--- src/rtl/queue_caller_if.sv ---
// Handshake and status bundle between the queue front panel (master)
// and the ticket dispenser / call sequencer (slave).
interface queue_caller_if;
  logic       take;
  logic       next;
  logic       arrive;
  logic       done;
  logic [3:0] ticket;
  logic [3:0] serve;
  logic       k;
  logic [4:0] waiting;
  logic       full;
  logic       busy;

  modport master (
    output take, next, arrive, done,
    input  ticket, serve, k, waiting, full, busy
  );

  modport slave (
    input  take, next, arrive, done,
    output ticket, serve, k, waiting, full, busy
  );
endinterface

--- src/rtl/queue_caller.sv ---
// Ticket dispenser and call sequencer with bounded no-show timeout.
// Optional QUEUE_AUTO_ADVANCE_EN: a no-show immediately calls the next waiting ticket.
module queue_caller #(
  parameter int TIMEOUT = 8,
  parameter int CNT_W   = 4
) (
  input logic          clk,
  input logic          rst,
  queue_caller_if.slave q
);

  typedef enum logic [1:0] {
    IDLE  = 2'b00,
    CALL  = 2'b01,
    SERVE = 2'b10
  } state_t;

  localparam logic [CNT_W-1:0] TMO_LAST = CNT_W'(TIMEOUT - 1);

  state_t             state, state_nx;
  logic [CNT_W-1:0]   timer, timer_nx;
  logic [3:0]         ticket, serve, ptr;
  logic [4:0]         waiting, waiting_nx;
  logic               k, full, busy;
  logic               issue, call, timeout;

  // Eligibility is judged on the registered (pre-edge) count.
  assign issue = q.take && !full;

  always_comb begin
    state_nx = state;
    timer_nx = timer;
    call     = 1'b0;
    timeout  = 1'b0;
    case (state)
      IDLE: begin
        if (q.next && (waiting != 5'd0)) begin
          state_nx = CALL;
          call     = 1'b1;
          timer_nx = '0;
        end
      end
      CALL: begin
        if (q.arrive) begin
          state_nx = SERVE;
        end else if (timer == TMO_LAST) begin
          timeout  = 1'b1;
          timer_nx = '0;
`ifdef QUEUE_AUTO_ADVANCE_EN
          if (waiting != 5'd0) begin
            state_nx = CALL;
            call     = 1'b1;
          end else begin
            state_nx = IDLE;
          end
`else
          state_nx = IDLE;
`endif
        end else begin
          timer_nx = timer + 1'b1;
        end
      end
      SERVE: begin
        if (q.done) state_nx = IDLE;
      end
      default: state_nx = IDLE;
    endcase
  end

  assign waiting_nx = waiting + {4'd0, issue} - {4'd0, call};

  always_ff @(posedge clk or posedge rst) begin
    if (rst) begin
      state   <= IDLE;
      timer   <= '0;
      ticket  <= 4'd0;
      ptr     <= 4'd1;
      serve   <= 4'd0;
      k       <= 1'b0;
      waiting <= 5'd0;
      full    <= 1'b0;
      busy    <= 1'b0;
    end else begin
      state   <= state_nx;
      timer   <= timer_nx;
      k       <= timeout;
      waiting <= waiting_nx;
      full    <= (waiting_nx == 5'd16);
      busy    <= (state_nx != IDLE);
      if (issue) ticket <= ticket + 4'd1;
      if (call) begin
        serve <= ptr;
        ptr   <= ptr + 4'd1;
      end
    end
  end

  assign q.ticket  = ticket;
  assign q.serve   = serve;
  assign q.k       = k;
  assign q.waiting = waiting;
  assign q.full    = full;
  assign q.busy    = busy;

endmodule

--- src/flat_wrapper.sv ---
// flat-port wrapper written by rule: the top's interface ports become plain ports
module queue_caller_flat 
#(
  parameter int TIMEOUT = 8,
  parameter int CNT_W   = 4
)
  (clk, rst, q_take, q_next, q_arrive, q_done, q_ticket, q_serve, q_k, q_waiting, q_full, q_busy);
  queue_caller_if q_i ();
  input logic clk;
  input logic rst;
  input wire logic [$bits(q_i.take)-1:0] q_take;
  input wire logic [$bits(q_i.next)-1:0] q_next;
  input wire logic [$bits(q_i.arrive)-1:0] q_arrive;
  input wire logic [$bits(q_i.done)-1:0] q_done;
  output wire logic [$bits(q_i.ticket)-1:0] q_ticket;
  output wire logic [$bits(q_i.serve)-1:0] q_serve;
  output wire logic [$bits(q_i.k)-1:0] q_k;
  output wire logic [$bits(q_i.waiting)-1:0] q_waiting;
  output wire logic [$bits(q_i.full)-1:0] q_full;
  output wire logic [$bits(q_i.busy)-1:0] q_busy;
  assign q_i.take = q_take;
  assign q_i.next = q_next;
  assign q_i.arrive = q_arrive;
  assign q_i.done = q_done;
  assign q_ticket = q_i.ticket;
  assign q_serve = q_i.serve;
  assign q_k = q_i.k;
  assign q_waiting = q_i.waiting;
  assign q_full = q_i.full;
  assign q_busy = q_i.busy;
  queue_caller #(.TIMEOUT(TIMEOUT), .CNT_W(CNT_W)) u_core (.clk(clk), .rst(rst), .q(q_i));
endmodule
--- config.mk ---
export PLATFORM = sky130hd
export DESIGN_NAME = queue_caller_flat
export DESIGN_NICKNAME = d
export VERILOG_FILES = /design/src/rtl/queue_caller_if.sv /design/src/rtl/queue_caller.sv /design/src/flat_wrapper.sv
export SDC_FILE = /design/constraint.sdc
export NUM_CORES = 1
export LEC_CHECK = 0
export ABC_AREA = 1
export BUFFER_PORTS_ARGS = -buffer_cell sky130_fd_sc_hd__buf_4
export CAP_MARGIN = 20
export CELL_PAD_IN_SITES_DETAIL_PLACEMENT = 1
export CELL_PAD_IN_SITES_GLOBAL_PLACEMENT = 2
export CORE_MARGIN = 10
export CORE_UTILIZATION = 38
export CTS_BUF_LIST = sky130_fd_sc_hd__clkbuf_8
export DETAILED_ROUTE_END_ITERATION = 8
export PLACE_DENSITY = 0.88
export SYNTH_ARGS = -nofsm -noshare
export SYNTH_HDL_FRONTEND = slang
export SYNTH_SLANG_ARGS = --single-unit
--- constraint.sdc ---
create_clock -name clk -period 6.64 [get_ports clk]
set_clock_uncertainty 0.1 [all_clocks]
set_input_delay 0.664 -clock clk [delete_from_list [all_inputs] [get_ports clk]]
set_output_delay 0.664 -clock clk [all_outputs]
set_load 0.02 [all_outputs]
==> Yosys cells after proc, flatten, opt, wreduce, memory -nomap -nowiden <==
Index checks and enable logic that the tools add are counted.
{ "op_classes": {"muxes": 14, "n_reduce_logical": 8, "eq_ne": 6, "n_addsub": 5} }
{ "ops": {"columns": ["cell", "count"], "rows": [
  ["$add 4x1->4 const B", 3],
  ["$mux 4", 3],
  ["$mux 2", 4],
  ["$pmux 4 s2", 1],
  ["$pmux 2 s3", 1],
  ["$add 5x1->5", 1],
  ["$eq 5x5->1 const B", 1],
  ["$mux 1", 5],
  ["$reduce_bool 5->1", 1],
  ["$sub 5x1->5", 1],
  ["$eq 4x3->1 const B", 1],
  ["$reduce_bool 2->1", 2],
  ["$reduce_and 3->1", 1],
  ["$eq 2x1->1 const B", 1],
  ["$eq 2x2->1 const B", 1],
  ["$logic_and 1x1->1", 2],
  ["$logic_not 2->1", 1],
  ["$ne 2x1->1 const B", 1],
  ["$ne 2x2->1 const B", 1],
  ["$logic_not 1->1", 1]
]} }
{ "totals": {"regBits": 26, "out_inout_bits": 16, "input_bits": 6, "word_cells": 42} }

==> Logic depth before layout (Yosys ltp) <==
{ "logic_depth": {"depth_word": 6, "depth_mapped": 16, "ltp_nobuf": 16} }

==> Worst setup path before layout <==
Ideal clock, no wire load.
{ "synth_path": {"path_type": "flip-flop to flip-flop", "from": "register u_core.waiting[3], in the netlist u_core.q.waiting[3]", "to": "register u_core.full, in the netlist u_core.q.full", "setup_slack_ns": 3.943, "arrival_time_ns": 2.525, "required_time_ns": 6.469, "stages_incl_launch_ff": 16, "n_path_buf": 0, "synth_period_minus_slack_ns": 2.697, "setup_time_ns": 0.071, "path_cell_list": "dfrtp_1 inv_1 ha_1 inv_1 nor2_1 nand2_1 nand2_8 inv_4 ha_1 inv_1 ha_1 fa_1 or2_2 nor2_1 nand3_1 nor2_1"} }
{ "synth_via": {"elab_chain_len": 6, "elab_cells_between_ends": 7, "classes_between": "2 x add/sub; 1 x eq/ne; 2 x mux; 2 x reduce/logical"} }
{ "synth_rtl": {"columns": ["item", "line_no", "source"], "rows": [
  ["start: declaration", "queue_caller.sv:23", "logic [4:0] waiting, waiting_nx;"],
  ["start signal: assignment", "queue_caller.sv:87", "waiting <= waiting_nx;"],
  ["$reduce_bool 5->1", "queue_caller.sv:37", "if (q.next && (waiting != 5'd0)) begin"],
  ["$logic_and 1x1->1", "queue_caller.sv:37", null],
  ["$mux 1", "queue_caller.sv:37", null],
  ["$mux 1", "queue_caller.sv:35", "case (state)"],
  ["net u_core.call", "queue_caller.sv:25", "logic issue, call, timeout;"],
  ["$sub 5x1->5", "queue_caller.sv:70", "assign waiting_nx = waiting + {4'd0, issue} - {4'd0, call};"],
  ["net u_core.waiting_nx[1]", "queue_caller.sv:23", null],
  ["$eq 5x5->1", "queue_caller.sv:88", "full <= (waiting_nx == 5'd16);"],
  ["end signal: assignment", "queue_caller.sv:88", null],
  ["end: declaration", "queue_caller.sv:24", "logic k, full, busy;"]
]} }
The timed path passes the listed nets, and every way through them passes these cells.
A chain may end at the register's enable or synchronous reset.

==> Worst setup path after layout <==
{ "layout_path": {"from": "register u_core.waiting[2], in the netlist u_core.q.waiting[2]", "to": "register u_core.full, in the netlist u_core.q.full"} }
Same word-level chain as after synthesis.

==> summary by stage <==
Status
The run finished with clean final reports.

Place
Summed over all nets, the half-perimeter wirelength after detailed placement is 2410 um. The congestion estimate from routability-driven global placement came to 0.808. In this run the tool buffered the top-level ports with 21 buffer cells.

Critical path
The critical register-to-register path startpoint is u_core.q.waiting[2]$_DFF_PP0_. The worst setup path category is reg2reg. Along the worst path, the maximum fanout reaches 17. At the worst endpoint, the required time is 6.74 ns. The critical path endpoint category is a flop. The kind of start point of the critical path is a flop. The launch point of the worst path is u_core.q.waiting[2]$_DFF_PP0_. At the worst endpoint, the arrival time is 2.94 ns.

Logic synthesis
The average instance area after synthesis is 9.45 sq um. Sequential cells were found to cover 47.9% of the synthesized design area. The share of Yosys cell area claimed by the top area cell type is 46.0%.

For this run, the number of Yosys warnings is 0. Yosys attributes the largest share of cell area to dfrtp_1 46%, nand2_1 9.1%, ha_1 8.3%. The net count after synthesis is 160. The post-synthesis instance area is 1360 sq um. Summed over all instances, the cell type with the most area after synthesis is dfrtp_1.

The cell count after synthesis is 144. Counting distinct cell types in the post-synthesis netlist gives 28. The synthesized design contains 26 register bits.

Global route
The global routing usage summed across all routing layers is 9.89%. The largest net degree at the start of global routing is 27. The aggregate global routing overflow is 0. The initial antenna violation count is 0. The number of global-route vias before repair was 1125. The wire length of the first global-routing pass is 5090 um.

Floorplan
The total number of placement rows is 21. The count of pins on the block boundary is 22. The region available for standard cell placement spans 3390 sq um. The floorplan step defined a die boundary enclosing 6380 sq um.

The vertical die dimension is 79.9 um. The x dimension of the die is 79.9 um. Once the floorplan was initialized, standard cells occupied 40.2% of the core.

Timing
Measured against its own limit, the worst slew margin works out to 81.0%. The setup violation total in the final timing report is 0. At the pin with the least slew margin, the transition time is 0.284 ns. The shortest clock period the worst path allows after layout is 2.84 ns. On the final layout, the worst hold slack is 0.202 ns. The maximum achievable frequency is 0.352 GHz. The number of hold violations in the final report was 0. Setup repair after global routing left no endpoint under its margin.

The sum of negative setup slack is 0 ns. Of the available clock period, the critical path in the final layout requires 42.8%. The number of pins exceeding their max-slew limit in the final report is 0.

Clock network
CTS built an H-tree with a depth of 1. After clock tree synthesis, the setup repair step added 0 buffers. The clock latency of the later-clocked register in the worst-skew pair is 0.26 ns. Hold repair after CTS inserted 0 buffers. Clock-pin slew was measured on the worst setup and hold paths at 0.08 ns.

The number of buffers on the longest clock path is 2. TritonCTS built the clock tree. The root buffer cell chosen for the clock tree is clkbuf_8. Clock tree synthesis found a total of 26 sinks.

Gates resized during post-CTS repair numbered 0. Buffers inserted during clock tree synthesis total 3.

Power
For this design the static power due to leakage is 0.855 nW. Combinational logic is responsible for 54.7% of the overall power. Sequential cells burn 34.7% of the power.

The total power divided by cell area is 512 nW/um^2. Of the total power, the clock network draws 10.6%. The internal cell power is 0.452 mW.

Summed over all nets, the switching power comes to 0.384 mW. VDD sags by at most 0.205 mV. The switching part of the total power is 46.0%.

Detailed routing
The final routed wirelength across all metal layers is 3040 um. The starting DRC count in detailed routing is 46. Dividing the detail-routed via count by the number of cells gives 4.80.

The met3 wire length is 107 um. Dividing the detail-routed wire length by the instance count gives 14.1 um. Routed signal wires occupy layers up through met4. The total iterations of the first detailed-routing run is 2. The remaining design rule violation count is 0.

Once detail routing completed, the nets flagged for antenna violations numbered 0. Detailed routing inserted a total of 1033 vias. The detailed-routing wirelength on met1 is 1270 um.

The detailed-routed wire length on met2 is 1630 um.

Finish
The filler cells instantiated in the layout total 390. The library cells used most frequently in the layout, excluding fill and tap cells, are 33 x nand2_1, 25 x dfrtp_1, 21 x buf_4, 20 x inv_1, 10 x nand3_1. The most common cell after layout, fill and taps aside is nand2_1.

The post-route netlist has 26.6% of its cells at a drive strength greater than 1. After the last flow step, the layout net total stands at 186. The flip-flop and latch area is 652 sq um. Relative to the synthesized area, the layout overhead comes to 20.0%. The repair_antennas step left the layout with diodes totalling 0. In the final layout, the multi-input gates occupy 606 sq um.

Worst hold path
The type of the worst min-delay path is in2async.

Run
Across the run, the number of max-cap violations was 0.
-- worst max-delay path, cell delays in order, from the launching register on --
cell	delay [ns]
dfrtp_1	0.42
inv_1	0.10
ha_1	0.15
inv_1	0.04
nor2_1	0.08
nand2_1	0.13
nand2_8	0.18
inv_4	0.07
ha_1	0.27
inv_1	0.04
ha_1	0.20
fa_1	0.46
or2_2	0.30
nor2_1	0.10
nand3_1	0.08
nor2_1	0.08
-- stage by stage --
step	area (sq um)	cells	utilization, %	total power [mW]	worst slack (ns)
2_1_floorplan	1360	144	-	0.601	3.94
3_3_place_gp	1560	210	46.1	0.726	3.84
3_5_place_dp	1560	210	46.1	0.753	3.79
4_1_cts	1610	214	47.4	0.845	3.78
5_1_grt	1630	215	48.2	0.917	3.62
6_report	1630	215	48.2	0.836	3.80
-- state kept, by name, summed over array words and instances, names as in the netlist --
name and cells:
u_core.q.serve 4, u_core.q.k 1, u_core.q.ticket 4, u_core.q.waiting 5, u_core.q.busy 1, u_core.ptr 4, u_core.state 2, u_core.timer 4
u_core.q.full 1
-- per-layer routing --
metal	vias up	GRT usage, %
met5	-	0
met1	509	10.9
met2	13	18.0
met3	4	2.48
met4	0	3.17
li1	507	-
-- final timing paths --
| check | endpoint | slack [ns] | cells after the start |
|---|---|---|---|
| worst max-delay path | u_core.q.full$_DFF_PP0_ | 3.80 | 15 |
| worst min-delay path | u_core.ptr[2]$_DFFE_PP0P_ | 0.20 | 2 |
| worst max register to register | u_core.q.full$_DFF_PP0_ | 3.80 | 15 |
| worst min register to register | u_core.q.serve[1]$_DFFE_PP0P_ | 0.39 | 2 |
| max in group asynchronous | u_core.ptr[0]$_DFFE_PP1P_ | 5.78 | 3 |
| min in group clk | u_core.q.serve[1]$_DFFE_PP0P_ | 0.39 | 2 |
-- cell type report --
type | count | share of cell area, %
tap | 46 | 3.52
inverter | 23 | 5.44
sequential | 26 | 39.9
clock buffer | 3 | 2.53
clock inverter | 1 | 0.230
timing repair buffer | 22 | 11.3
multi-input combinational | 94 | 37.1
-- kinds of logic (layout without fill, tap and decap cells) --
| kind of cell | count (synthesis) | after routing | share of synthesized area, % |
|---|---|---|---|
| adders and majority gates | 10 | 10 | 9.74 |
| buffers and inverters | 24 | 49 | 7.63 |
| muxes | 1 | 1 | 0.827 |
| xor gates and xnor gates | 7 | 7 | 4.50 |
| DFF | 26 | 26 | 47.9 |
| and+or+nand+nor | 70 | 70 | 26.7 |
| AOI/OAI and AO/OA | 6 | 6 | 2.76 |
-- cell usage after synthesis --
library cell	n
inv_4	1
inv_1	19
xor2_1	5
o21ai_2	2
buf_8	1
a21oi_1	2
nand3_2	4
nand4_1	4
nor2_4	2
nand2_1	33
nand2_2	3
nand3_1	10
nor3_1	1
ha_1	9
nor2_2	1
fa_1	1
nor3b_1	1
xnor2_1	2
o21ai_1	1
dfstp_2	1
mux2_2	1
inv_2	3
dfrtp_1	25
nor2_1	8
o21ai_0	1
or2_2	1
nand3b_1	1
nand2_8	1
-- power by group through the flow --
stage | combinational [mW] | clock [mW] | sequential, mW
floorplan | 0.267 | 0 | 0.334
global placement | 0.438 | 0 | 0.288
detailed placement | 0.459 | 0 | 0.293
CTS | 0.464 | 0.0911 | 0.291
global route | 0.516 | 0.0992 | 0.301
finish | 0.458 | 0.0884 | 0.290
Note: power is estimated with default switching activity, not from simulation.
